### config.mk
export PLATFORM = sky130hd
export DESIGN_NAME = bcd_scan_ctrl
export DESIGN_NICKNAME = d
export VERILOG_FILES = /design/src/rtl/bcd_scan_pkg.sv /design/src/rtl/bcd_digit_regfile.sv /design/src/rtl/bcd_scan_ctrl.sv
export SDC_FILE = /design/constraint.sdc
export NUM_CORES = 1
export LEC_CHECK = 0
export ABC_AREA = 1
export CAP_MARGIN = 20
export CORE_UTILIZATION = 50
export CTS_BUF_LIST = sky130_fd_sc_hd__clkbuf_8 sky130_fd_sc_hd__clkbuf_16
export DETAILED_ROUTE_END_ITERATION = 8
export GPL_ROUTABILITY_DRIVEN = 0
export PLACE_DENSITY = 0.68
export SETUP_SLACK_MARGIN = 0.02
export SYNTH_ARGS = -nofsm -noshare
export SYNTH_HDL_FRONTEND = slang
export SYNTH_SLANG_ARGS = --single-unit
### constraint.sdc
create_clock -name clk -period 2.7 [get_ports clk]
set_clock_uncertainty 0.2 [all_clocks]
set_input_delay 0.54 -clock clk [delete_from_list [all_inputs] [get_ports clk]]
set_output_delay 0.54 -clock clk [all_outputs]
set_load 0.01 [all_outputs]
### src/rtl/bcd_scan_pkg.sv
// Shared types and helpers for the BCD scan controller: the scan state
// encoding and the BCD legality test.
package bcd_scan_pkg;

    typedef enum logic [1:0] {
        IDLE  = 2'd0,
        DRIVE = 2'd1,
        GUARD = 2'd2
    } scan_state_e;

    localparam logic [3:0] BCD_MAX = 4'd9;

    function automatic logic is_bcd_legal(input logic [3:0] value);
        return value <= BCD_MAX;
    endfunction

endpackage

### src/rtl/bcd_digit_regfile.sv
// Digit storage for the scan controller: write port, sticky illegal-code flag,
// read mux and, with BCD_LZB_EN defined, the leading-zero blank for the read slot.
module bcd_digit_regfile
    import bcd_scan_pkg::*;
#(
    parameter int NUM_DIGITS = 4,
    parameter int IDX_W      = 2
) (
    input  logic             clk,
    input  logic             rst,
    input  logic             wr_en,
    input  logic [IDX_W-1:0] wr_idx,
    input  logic [3:0]       wr_data,
    input  logic [IDX_W-1:0] rd_idx,
    output logic [3:0]       rd_data,
    output logic             rd_legal,
    output logic             rd_lz,
    output logic             err_code
);

    logic [3:0] digits_q [NUM_DIGITS];
    logic [3:0] digits_d [NUM_DIGITS];
    logic       err_q;
    logic       err_d;

    // Out-of-range indices are dropped entirely, including the error flag.
    always_comb begin
        for (int i = 0; i < NUM_DIGITS; i++) begin
            digits_d[i] = digits_q[i];
        end
        err_d = err_q;
        if (wr_en && (32'(wr_idx) < NUM_DIGITS)) begin
            digits_d[wr_idx] = wr_data;
            if (!is_bcd_legal(wr_data)) begin
                err_d = 1'b1;
            end
        end
    end

    always_ff @(posedge clk) begin
        if (rst) begin
            for (int i = 0; i < NUM_DIGITS; i++) begin
                digits_q[i] <= 4'd0;
            end
            err_q <= 1'b0;
        end else begin
            for (int i = 0; i < NUM_DIGITS; i++) begin
                digits_q[i] <= digits_d[i];
            end
            err_q <= err_d;
        end
    end

    assign rd_data  = digits_q[rd_idx];
    assign rd_legal = is_bcd_legal(rd_data);
    assign err_code = err_q;

`ifdef BCD_LZB_EN
    logic [NUM_DIGITS-1:0] lz_mask;

    // Slot i is a leading zero when it and every more significant slot hold 0;
    // slot 0 is never masked so a lone "0" still shows.
    always_comb begin
        logic zeros_above;
        zeros_above = 1'b1;
        lz_mask     = '0;
        for (int i = NUM_DIGITS - 1; i >= 1; i--) begin
            zeros_above = zeros_above && (digits_q[i] == 4'd0);
            lz_mask[i]  = zeros_above;
        end
    end

    assign rd_lz = lz_mask[rd_idx];
`else
    assign rd_lz = 1'b0;
`endif

endmodule

### src/rtl/bcd_scan_ctrl.sv
// Round-robin scan controller sharing one BCD decoder among NUM_DIGITS digits,
// with guard blanking between slots. Define BCD_LZB_EN for leading-zero blanking.
module bcd_scan_ctrl
    import bcd_scan_pkg::*;
#(
    parameter int NUM_DIGITS = 4,
    parameter int SCAN_DIV   = 1000,
    parameter int GUARD_CYC  = 2
) (
    input  logic                          clk,
    input  logic                          rst,
    input  logic                          en,
    input  logic                          load_valid,
    output logic                          load_ready,
    input  logic [$clog2(NUM_DIGITS)-1:0] load_idx,
    input  logic [3:0]                    load_data,
    output logic                          a,
    output logic                          b,
    output logic                          c,
    output logic                          d,
    output logic [NUM_DIGITS-1:0]         digit_sel,
    output logic                          blank,
    output logic                          err_code,
    output logic                          scan_tick
);

    localparam int IDX_W   = $clog2(NUM_DIGITS);
    localparam int CNT_MAX = (SCAN_DIV > GUARD_CYC) ? SCAN_DIV : GUARD_CYC;
    localparam int CNT_W   = (CNT_MAX > 1) ? $clog2(CNT_MAX) : 1;

    localparam logic [CNT_W-1:0] SCAN_LAST  = CNT_W'(SCAN_DIV - 1);
    localparam logic [CNT_W-1:0] GUARD_LAST = CNT_W'(GUARD_CYC - 1);
    localparam logic [IDX_W-1:0] IDX_LAST   = IDX_W'(NUM_DIGITS - 1);

    scan_state_e           state_q, state_d;
    logic [IDX_W-1:0]      idx_q, idx_d;
    logic [CNT_W-1:0]      cnt_q, cnt_d;

    logic [3:0]            abcd_q, abcd_d;
    logic [NUM_DIGITS-1:0] sel_q, sel_d;
    logic                  blank_q, blank_d;
    logic                  tick_q, tick_d;
    logic                  load_ready_q, load_ready_d;

    logic [3:0]            rd_data;
    logic                  rd_legal;
    logic                  rd_lz;
    logic                  wr_en;

    // Handshake: a write transfers on a rising edge where load_valid and
    // load_ready are both high; load_ready drops only for the cycle after reset.
    assign wr_en = load_valid && load_ready_q;

    bcd_digit_regfile #(
        .NUM_DIGITS (NUM_DIGITS),
        .IDX_W      (IDX_W)
    ) u_regfile (
        .clk      (clk),
        .rst      (rst),
        .wr_en    (wr_en),
        .wr_idx   (load_idx),
        .wr_data  (load_data),
        .rd_idx   (idx_q),
        .rd_data  (rd_data),
        .rd_legal (rd_legal),
        .rd_lz    (rd_lz),
        .err_code (err_code)
    );

    always_ff @(posedge clk) begin
        if (rst) begin
            state_q <= IDLE;
            idx_q   <= '0;
            cnt_q   <= '0;
        end else begin
            state_q <= state_d;
            idx_q   <= idx_d;
            cnt_q   <= cnt_d;
        end
    end

    always_comb begin
        state_d = state_q;
        idx_d   = idx_q;
        cnt_d   = cnt_q;
        if (!en) begin
            state_d = IDLE;
            idx_d   = '0;
            cnt_d   = '0;
        end else begin
            case (state_q)
                IDLE: begin
                    state_d = DRIVE;
                    idx_d   = '0;
                    cnt_d   = '0;
                end
                DRIVE: begin
                    if (cnt_q == SCAN_LAST) begin
                        state_d = GUARD;
                        cnt_d   = '0;
                    end else begin
                        cnt_d = cnt_q + 1'b1;
                    end
                end
                GUARD: begin
                    if (cnt_q == GUARD_LAST) begin
                        state_d = DRIVE;
                        cnt_d   = '0;
                        idx_d   = (idx_q == IDX_LAST) ? '0 : idx_q + 1'b1;
                    end else begin
                        cnt_d = cnt_q + 1'b1;
                    end
                end
                default: begin
                    state_d = IDLE;
                    idx_d   = '0;
                    cnt_d   = '0;
                end
            endcase
        end
    end

    // Outputs are registered from the current state, so they trail the state by one edge.
    always_comb begin
        abcd_d       = abcd_q;
        sel_d        = '0;
        blank_d      = 1'b1;
        tick_d       = 1'b0;
        load_ready_d = 1'b1;
        if (en) begin
            case (state_q)
                DRIVE: begin
                    abcd_d = rd_data;
                    if (rd_legal && !rd_lz) begin
                        sel_d[idx_q] = 1'b1;
                        blank_d      = 1'b0;
                    end
                end
                GUARD: begin
                    tick_d = (cnt_q == GUARD_LAST) && (idx_q == IDX_LAST);
                end
                default: ;
            endcase
        end
    end

    always_ff @(posedge clk) begin
        if (rst) begin
            abcd_q       <= 4'd0;
            sel_q        <= '0;
            blank_q      <= 1'b1;
            tick_q       <= 1'b0;
            load_ready_q <= 1'b0;
        end else begin
            abcd_q       <= abcd_d;
            sel_q        <= sel_d;
            blank_q      <= blank_d;
            tick_q       <= tick_d;
            load_ready_q <= load_ready_d;
        end
    end

    assign {a, b, c, d} = abcd_q;
    assign digit_sel    = sel_q;
    assign blank        = blank_q;
    assign scan_tick    = tick_q;
    assign load_ready   = load_ready_q;

endmodule

; Word-level counts from Yosys, hierarchy flattened
; Memories as Yosys holds them, arrays and structs flattened. A register that Yosys moved wholly into a read port is not among the register bits.
; Cells that the tools add are included.
[classes]
addsub = 2
order_cmp = 6
n_eq_ne = 7
mux = 25
bitwise = 10
n_reduce_logical = 13
[ops]
columns = op, n
row1 = 10-bit two-way mux, 2
row2 = 4-bit two-way mux, 5
row3 = 10-bit case mux with 2 select lines, 1
row4 = 16-bit bitwise mux, 1
row5 = 16-bit two-way mux, 1
row6 = 2-bit two-way mux, 6
row7 = "10-bit by 1-bit adder with 10-bit output, second input constant", 1
row8 = "10-bit by 1-bit == test with 1-bit output, second input constant", 1
row9 = "10-bit == test, second input constant", 1
row10 = 4-bit demux with 2-bit select, 1
row11 = "4-bit less-or-equal comparator, second input constant", 2
row12 = 2-bit AND reduction, 4
row13 = 2-bit case mux with 3 select lines, 1
row14 = 3-bit OR reduction, 2
row15 = 1-bit two-way mux, 5
row16 = 1-bit inverter, 5
row17 = "2-bit == test, second input constant", 2
row18 = 1-bit logical AND, 4
row19 = "2-bit != test, second input constant", 2
row20 = 1-bit OR, 4
row21 = 2-bit case mux with 2 select lines, 1
row22 = 4-bit OR reduction, 1
row23 = "3-bit >= comparator, second input constant", 1
row24 = "2-bit by 3-bit < comparator with 1-bit output, second input constant", 1
row25 = other kinds (8), 8
[totals]
regBits = 26
ram_bits = 16
inputBits = 10
out_inout_bits = 12
mem_count = 1
[mem_list]
columns = name, words, word_bits, read_ports, rd_clocked_by_memory_dff, write_ports, line
row1 = u_regfile.digits_q, 4, 4, 5, 1, 4, bcd_digit_regfile.sv:21  ; logic [3:0] digits_q [NUM_DIGITS];

; Logic depth before layout (Yosys ltp)
; Gate-level depths: netlist (run 1).
[logic_depth]
depth_word = 8
depth_mapped = 10
ltp_nobuf = 10

; Modules after synthesis
; From an unflattened synthesis (run 1), not the netlist that was laid out.
[hier_totals]
hier_cells = 266
hier_area_um2 = 1939.4
[by_module_without_submodules]
columns = mod, n_inst, cells_each, area_per_inst_um2, seq_area_each_um2
row1 = bcd_scan_ctrl, 1, 149, 1162.4, 500.5
row2 = bcd_digit_regfile, 1, 117, 777.0, 340.3

; Worst setup path after synthesis (run 1)
; No wires, ideal clock.
[synth_timing]
path_type = flip-flop to flip-flop
startpoint = register cnt_q[0]
endpoint = register cnt_q[0]
arrival_time_ns = 1.127
required_ns = 2.382
slack_ns = 1.255
path_stages_with_launch = 9
n_path_buf = 0
period_less_slack_ns = 1.445
path_cell_list = dfxtp_1 ha_1 nand2_1 nor2_1 nand3b_1 nand2_1 nand2_2 nand3_4 nor2_1
[synth_between]
elab_chain_cells = 3
word_cells_on_any_way = 6
cone_classes = add/sub: 1 / eq/ne: 2 / mux: 3
[synth_rtl]
columns = item, line
row1 = start: declaration, bcd_scan_ctrl.sv:37  ; logic [CNT_W-1:0] cnt_q, cnt_d;
row2 = start signal: assignment, bcd_scan_ctrl.sv:78  ; cnt_q <= cnt_d;
row3 = "10-bit by 1-bit adder with 10-bit output, or another cell as far along", "bcd_scan_ctrl.sv:102, bcd_scan_ctrl.sv:111"
row4 = 10-bit two-way mux (on tied branches), "bcd_scan_ctrl.sv:106, bcd_scan_ctrl.sv:98"
row5 = 10-bit case mux with 2 select lines *, bcd_scan_ctrl.sv:91  ; case (state_q)
; Mark *: on every way between the ends. The rest lies on a longest branch, timed or not.
; A chain may end at the register's enable or synchronous reset.

; Worst setup path after layout (run 1)
[layout_timing]
startpoint = register load_ready_q (netlist: load_ready)
endpoint = output load_ready
[layout_rtl]
columns = item, line
row1 = start: declaration, bcd_scan_ctrl.sv:43  ; logic load_ready_q, load_ready_d;
row2 = start signal: assignment, bcd_scan_ctrl.sv:159  ; load_ready_q <= load_ready_d;
row3 = end: declaration, bcd_scan_ctrl.sv:14  ; output logic load_ready,
; No word-level cell between the ends.

==> impl_metrics.py, run 1 <==
metrics = {
    "outcome": {
        "status": "completed",
    },
    "synth": {
        "synth_fp_nets": 276,
        "syn_inst": 256,
        "ys_types": 24,
        "synth.most_common_cell": "nor2_1",
        "synth_compound_gate_area_share_pct": 10.5,
        "synth_edf_count": 0,
        "synthArstFlopShare_pct": 0,
        "synth_adder_area_share_pct": 6.50,
        "synth_commonest_cells": "63 x nor2_1, 44 x dfxtp_1, 32 x inv_1, 32 x nand2_1, 25 x o21ai_0",
        "yosysSeqAreaShare_pct": 45.8,
        "ys_warn_count": 0,
        "synth_top_area_share_pct": 45.8,
        "synth_top_cell_by_area": "dfxtp_1",
        "synth_top_family_by_area": "simple AND/OR/NAND/NOR gates",
        "synthFlopType": "dfxtp_1",
        "synthMuxAreaShare_pct": 0,
        "yosys.area_share.xor_xnor_pct": 2.73,
        "syn_area_um2": 1920,
        "ys_ff_latch": 44,
        "synthTopCellsByArea": "dfxtp_1 46%, nor2_1 12%, ha_1 6.5%",
        "synth-simple-area-share_pct": 27.2,
        "syn_area_per_cell_um2": 7.52,
    },
    "drt": {
        "remaining_drc_errors": 0,
        "avgRoutedWirePerCell_um": 10.6,
        "drtAntennaViolNets": 0,
        "via_per_inst": 4.73,
        "drt_wl_total_um": 3500,
        "route.vias.total": 1560,
        "drt_iter0_drc": 104,
        "drtPass1Iterations": 4,
    },
    "sta": {
        "relSlewSlack_pct": 81.3,
        "period_minus_slack_ns": 1.90,
        "fmax_ghz": 0.525,
        "setup_viol": 0,
        "hold_viol_final": 0,
        "worst_pin_slew_ns": 0.278,
        "slew_viol_final": 0,
        "grt_setup_unrepaired": "false",
        "setup_ws_ns": 0.796,
        "tns_ns": 0,
        "fin_crit_sh_pct": 70.5,
    },
    "power": {
        "ir_drop_v": 0.000299,
        "p_int_uw": 879,
        "sw_frac_of_total_pct": 23.5,
        "combPwrFrac_pct": 8.0,
        "p_clk_share_pct": 33.3,
        "total_power_uw": 1150,
        "pwr_density_cell_nw_per_um2": 508,
        "p_seq_share_pct": 58.7,
        "leakage_uw": 0.000919,
        "p_sw_uw": 270,
    },
    "layout": {
        "drive_above_1_share_pct": 5.67,
        "nets": 302,
        "syn2layout_area_growth_pct": 17.7,
        "post-route-util_pct": 61.4,
        "diodes": 0,
    },
    "cts": {
        "htree_levels": 2,
        "clock_latency_ns": 0.29,
        "clock_sinks": 44,
        "cts_hold_buf": 0,
        "clk_path_buf_depth": 2,
        "cts_buffers": 5,
        "cts_resized": 0,
        "cts_tree": "done",
        "path_clk_slew_ns": 0.08,
        "clockRootBuffer": "clkbuf_8",
        "post_cts_buffers": 0,
    },
    "global_route": {
        "grt_max_degree": 21,
        "grt_overflow": 0,
        "grt_usage_pct": 19.8,
        "grt_pass1_vias": 1406,
        "antenna_found_initial": 0,
        "grt_first_pass_wirelength_um": 6210,
    },
    "worst_setup_path": {
        "start_kind": "register",
        "critical_path_buf_inv_count": 1,
        "required_ns": 1.96,
        "crit_fanout": 2,
        "worst-endpoint-arrival_ns": 1.16,
        "end_kind": "output pin",
        "crit_chain": "clkdlybuf4s50_1",
        "slowest_stage": "clkdlybuf4s50_1",
        "max_stage_delay_ns": 0.54,
        "ff2ff_setup_slack_ns": 1.08,
        "cp_top_family": "buffers and inverters",
        "critPathKind": "reg2out",
    },
    "die": {
        "dieWidth_um": 64.0,
        "die-area_um2": 4100,
        "core.rowCount": 22,
        "core_um2": 3690,
        "io_pins": 22,
        "start_util_pct": 52.2,
        "dieHeight_um": 64.0,
    },
    "place": {
        "post-place-ws_ns": 0.764,
        "dpl.hpwl_um": 2620,
        "io_buffers": 21,
    },
    "hold_path": {
        "timing.hold.worst.class": "reg2reg",
    },
    "run": {
        "maxCapViolations": 0,
    },
}
==> per-layer routing <==
| layer | global-route usage, % | part of all wire [%] | wire length [um] | vias to the layer above |
|---|---|---|---|---|
| met1 | 26.7 | 54 | 1890 | 676 |
| met5 | 0 | 0 | 0 | - |
| met4 | 10.2 | 0.69 | 24 | 0 |
| met3 | 4.46 | 3.9 | 135 | 2 |
| met2 | 29.4 | 41 | 1450 | 28 |
| li1 | - | - | - | 854 |
==> layout make-up <==
cell class	instances	area, um2
Inverter	33	124
Multi-Input combinational cell	176	905
Clock inverter	2	8.76
Tap cell	48	60.1
Sequential cell	44	881
Clock buffer	5	68.8
Timing Repair Buffer	22	218
Fill cell	371	1420
==> worst paths after layout <==
path | startpoint | endpoint | cells past startpoint
worst max register to register | cnt_q[0]$_SDFF_PP0_ | cnt_q[0]$_SDFF_PP0_ | 8
worst max-delay path | load_ready$_DFF_P_ | load_ready | 1
worst min register to register | u_regfile.err_code$_SDFFE_PP0P_ | u_regfile.err_code$_SDFFE_PP0P_ | 2
worst min-delay path | u_regfile.err_code$_SDFFE_PP0P_ | u_regfile.err_code$_SDFFE_PP0P_ | 2
==> registers in the layout (all words and copies together) (netlist names), named ones only <==
| name | flops |
|---|---|
| state_q | 2 |
| blank | 1 |
| abcd_q | 4 |
| load_ready | 1 |
| idx_q | 2 |
| scan_tick | 1 |
| digit_sel | 4 |
| cnt_q | 10 |
| u_regfile.digits_q | 16 |
| u_regfile.err_code | 1 |
==> power by group through the flow <==
| stage | clock, uW | combinational (uW) | sequential, uW |
|---|---|---|---|
| after floorplan | 0 | 52.1 | 689 |
| after global placement | 0 | 92.0 | 690 |
| after detailed placement | 0 | 92.6 | 690 |
| after CTS | 391 | 93.1 | 674 |
| after global routing | 421 | 106 | 676 |
| final | 383 | 92.1 | 674 |
==> cells by family (layout without fill, tap and decap cells) <==
family,Yosys count,in the layout
and+or+nand+nor,121,121
buffers and inverters,36,62
adders and majority gates,10,10
xor gates and xnor gates,6,6
DFF,44,44
AOI/OAI and AO/OA,39,39
==> cell usage in the layout, fill, tap and decap left out, types with 2 or more instances in the layout <==
cell              n
a21oi_1          10
clkbuf_8          5
clkdlybuf4s50_1  21
dfxtp_1          44
ha_1             10
inv_1            33
nand2_1          32
nand2_2           3
nand3_1          15
nand3_2           2
nor2_1           63
o21ai_0          25
o21bai_1          2
xnor2_1           2
xor2_1            4
==> stage by stage <==
stage | hold slack, ns | instances | area (um2)
detailed placement | 0.239 | 323 | 2190
finish | 0.249 | 330 | 2260
global placement | 0.238 | 323 | 2190
floorplan | 0.230 | 256 | 1920
CTS | 0.252 | 330 | 2260
global route | 0.279 | 330 | 2260
Note: power is estimated with default switching activity, not from simulation.
==> run 2, diff against run 1 <==
- clock period: 2.7 -> 1.8 ns (I/O delays scaled with it)
==> run 2 against run 1 <==
  * Via count increased by 1.1%
  * Highest routed layer unchanged
  * Final cell count increased by 0.91%
  * Combinational power increased by 55%
  * Wire length increased by 0.60%
  * Global-route usage decreased by 0.17 points
  * Die area unchanged
  * Largest cell class unchanged
  * Power increased by 53%
==> impl_metrics.py, run 2 (synthesized netlist as in run 1, its figures left out) <==
metrics = {
    "outcome": {
        "status": "completed",
    },
    "layout": {
        "top_register": "u_regfile.digits_q",
        "final_common_cell": "nor2_1",
        "nets": 304,
        "fin_cells": 333,
        "layout_common_cells": "63 x nor2_1, 43 x dfxtp_1, 34 x inv_1, 32 x nand2_1, 25 x o21ai_0",
        "reg_top3": "u_regfile.digits_q: 16 flops, cnt_q: 10 flops",
        "syn2layout_area_growth_pct": 19.3,
        "diodes": 0,
        "drive_above_1_share_pct": 7.02,
        "largest_register_ff_count": 16,
    },
    "cts": {
        "clk_path_buf_depth": 2,
        "clockRootBuffer": "clkbuf_8",
        "clock_latency_ns": 0.28,
        "clock_sinks": 44,
        "cts_buffers": 5,
        "path_clk_slew_ns": 0.07,
        "htree_levels": 2,
        "cts_tree": "done",
        "cts_hold_buf": 0,
    },
    "drt": {
        "drt_iter0_drc": 99,
        "drtAntennaViolNets": 0,
        "remaining_drc_errors": 0,
        "drtPass1Iterations": 4,
        "drt_wl_total_um": 3520,
        "route.vias.total": 1577,
        "via_per_inst": 4.74,
        "avgRoutedWirePerCell_um": 10.6,
    },
    "die": {
        "core.rowCount": 22,
        "dieHeight_um": 64.0,
        "core_um2": 3690,
        "dieWidth_um": 64.0,
        "start_util_pct": 52.2,
        "io_pins": 22,
        "die-area_um2": 4100,
    },
    "global_route": {
        "grt_first_pass_wirelength_um": 6270,
        "groute.layer.met2.usage_pct": 31.0,
        "grt_overflow": 0,
        "busiest_layer": "met2",
        "grt_usage_pct": 19.6,
        "grtUsageMet1_pct": 27.0,
        "grt_pass1_vias": 1414,
        "grt_max_degree": 21,
        "use_met3_pct": 4.29,
        "antenna_found_initial": 0,
    },
    "worst_setup_path": {
        "critPathKind": "reg2out",
        "max_stage_delay_ns": 0.54,
        "cp_top_family": "buffers and inverters",
        "r2r_cells": 8,
        "ff2ff_setup_slack_ns": 0.18,
        "crit_chain": "clkdlybuf4s50_1",
        "crit_fanout": 2,
        "start_kind": "register",
        "worst-endpoint-arrival_ns": 1.15,
        "reg2reg_to": "cnt_q[5]$_SDFF_PP0_",
        "r2r-start": "cnt_q[1]$_SDFF_PP0_",
        "critical_path_buf_inv_count": 1,
        "slowest_stage": "clkdlybuf4s50_1",
        "required_ns": 1.24,
        "end_kind": "output pin",
    },
    "power": {
        "ir_drop_v": 0.000425,
        "sw_frac_of_total_pct": 22.3,
        "total_power_uw": 1760,
        "leakage_uw": 0.000935,
        "p_clk_share_pct": 34.3,
        "p_int_uw": 1370,
        "p_seq_share_pct": 57.6,
        "combPwrFrac_pct": 8.1,
        "pwr_density_cell_nw_per_um2": 765,
        "p_sw_uw": 392,
    },
    "place": {
        "io_buffers": 21,
        "dp.cells": 325,
        "dpl.hpwl_um": 2700,
    },
    "sta": {
        "fin_crit_sh_pct": 95.0,
        "tns_ns": 0,
        "fmax_ghz": 0.585,
        "worst_pin_slew_ns": 0.308,
        "period_minus_slack_ns": 1.71,
        "slew_viol_final": 0,
        "relSlewSlack_pct": 79.5,
        "hold_viol_final": 0,
        "setup_viol": 0,
        "grt_setup_unrepaired": "false",
    },
    "run": {
        "maxCapViolations": 0,
    },
    "hold_path": {
        "timing.hold.worst.class": "reg2reg",
        "min_from": "cnt_q[0]$_SDFF_PP0_",
        "hold_path_depth": 1,
        "holdPathEnd": "cnt_q[0]$_SDFF_PP0_",
    },
}
run 2: changes by cell type in the layout (fill, tap and decap cells not counted):
cell,delta
inv_1,+1
ha_1,-1
dfxtp_1,-1
buf_4,+2
clkbuf_8,+1
clkinv_2,-1
dfxtp_2,+1
ha_2,+1
run 2: worst register-to-register path, delay by kind of cell (launching register included):
kind,cells,cell delay [ns]
flip-flops,1,0.37
AND/OR/NAND/NOR,7,0.72
adder cells (fa/ha/maj),1,0.22
run 2: power groups by stage:
stage	clock [uW]	combinational [uW]	sequential (uW)
global placement	0	141	1030
global route	658	164	1010
detailed placement	0	143	1030
floorplan	0	78.2	1030
finish	602	143	1010
CTS	623	143	1010
run 2: worst max path at each step:
stage | start | endpoint | slack, ns | cells past startpoint
2_1_floorplan | cnt_q[0]$_SDFF_PP0_ | cnt_q[0]$_SDFF_PP0_ | 0.36 | 8
3_3_place_gp | load_valid | u_regfile.digits_q[2][1]$_SDFFE_PP0P_ | 0.08 | 6
3_5_place_dp | rst | cnt_q[5]$_SDFF_PP0_ | 0.06 | 6
4_1_cts | load_ready$_DFF_P_ | load_ready | 0.07 | 1
5_1_grt | cnt_q[1]$_SDFF_PP0_ | cnt_q[6]$_SDFF_PP0_ | 0.04 | 8
6_report | load_ready$_DFF_P_ | load_ready | 0.09 | 1
run 2: metrics by stage:
step / area, um2 / worst slack (ns) / util, % / hold slack [ns]
floorplan: 1920 / 0.355 / - / 0.229
global placement: 2200 / 0.0766 / 59.7 / 0.237
detailed placement: 2200 / 0.0633 / 59.7 / 0.245
CTS: 2290 / 0.0683 / 62.1 / 0.256
global route: 2300 / 0.0367 / 62.2 / 0.277
finish: 2300 / 0.0904 / 62.2 / 0.249
run 2: routing by layer:
layer	part of all wire (%)	wire length, um	up-vias
met5	0	0	-
met4	0.48	17	0
met3	2.4	83	2
met2	44	1530	27
met1	54	1880	688
li1	-	-	860
run 2: final cells by class:
type                       instances  area (um2)
multi-input combinational        176         907
timing repair buffer              24         233
sequential                        44         882
clock inverter                     2        7.51
clock buffer                       6        82.6
fill                             360        1390
tap                               48        60.1
inverter                          33         124
run 2: what timing repair did:
item                                    in CTS  in global routing
endpoints found under the setup margin       0                  9
buffers inserted                             0                  0
gates resized for setup                      0                  2
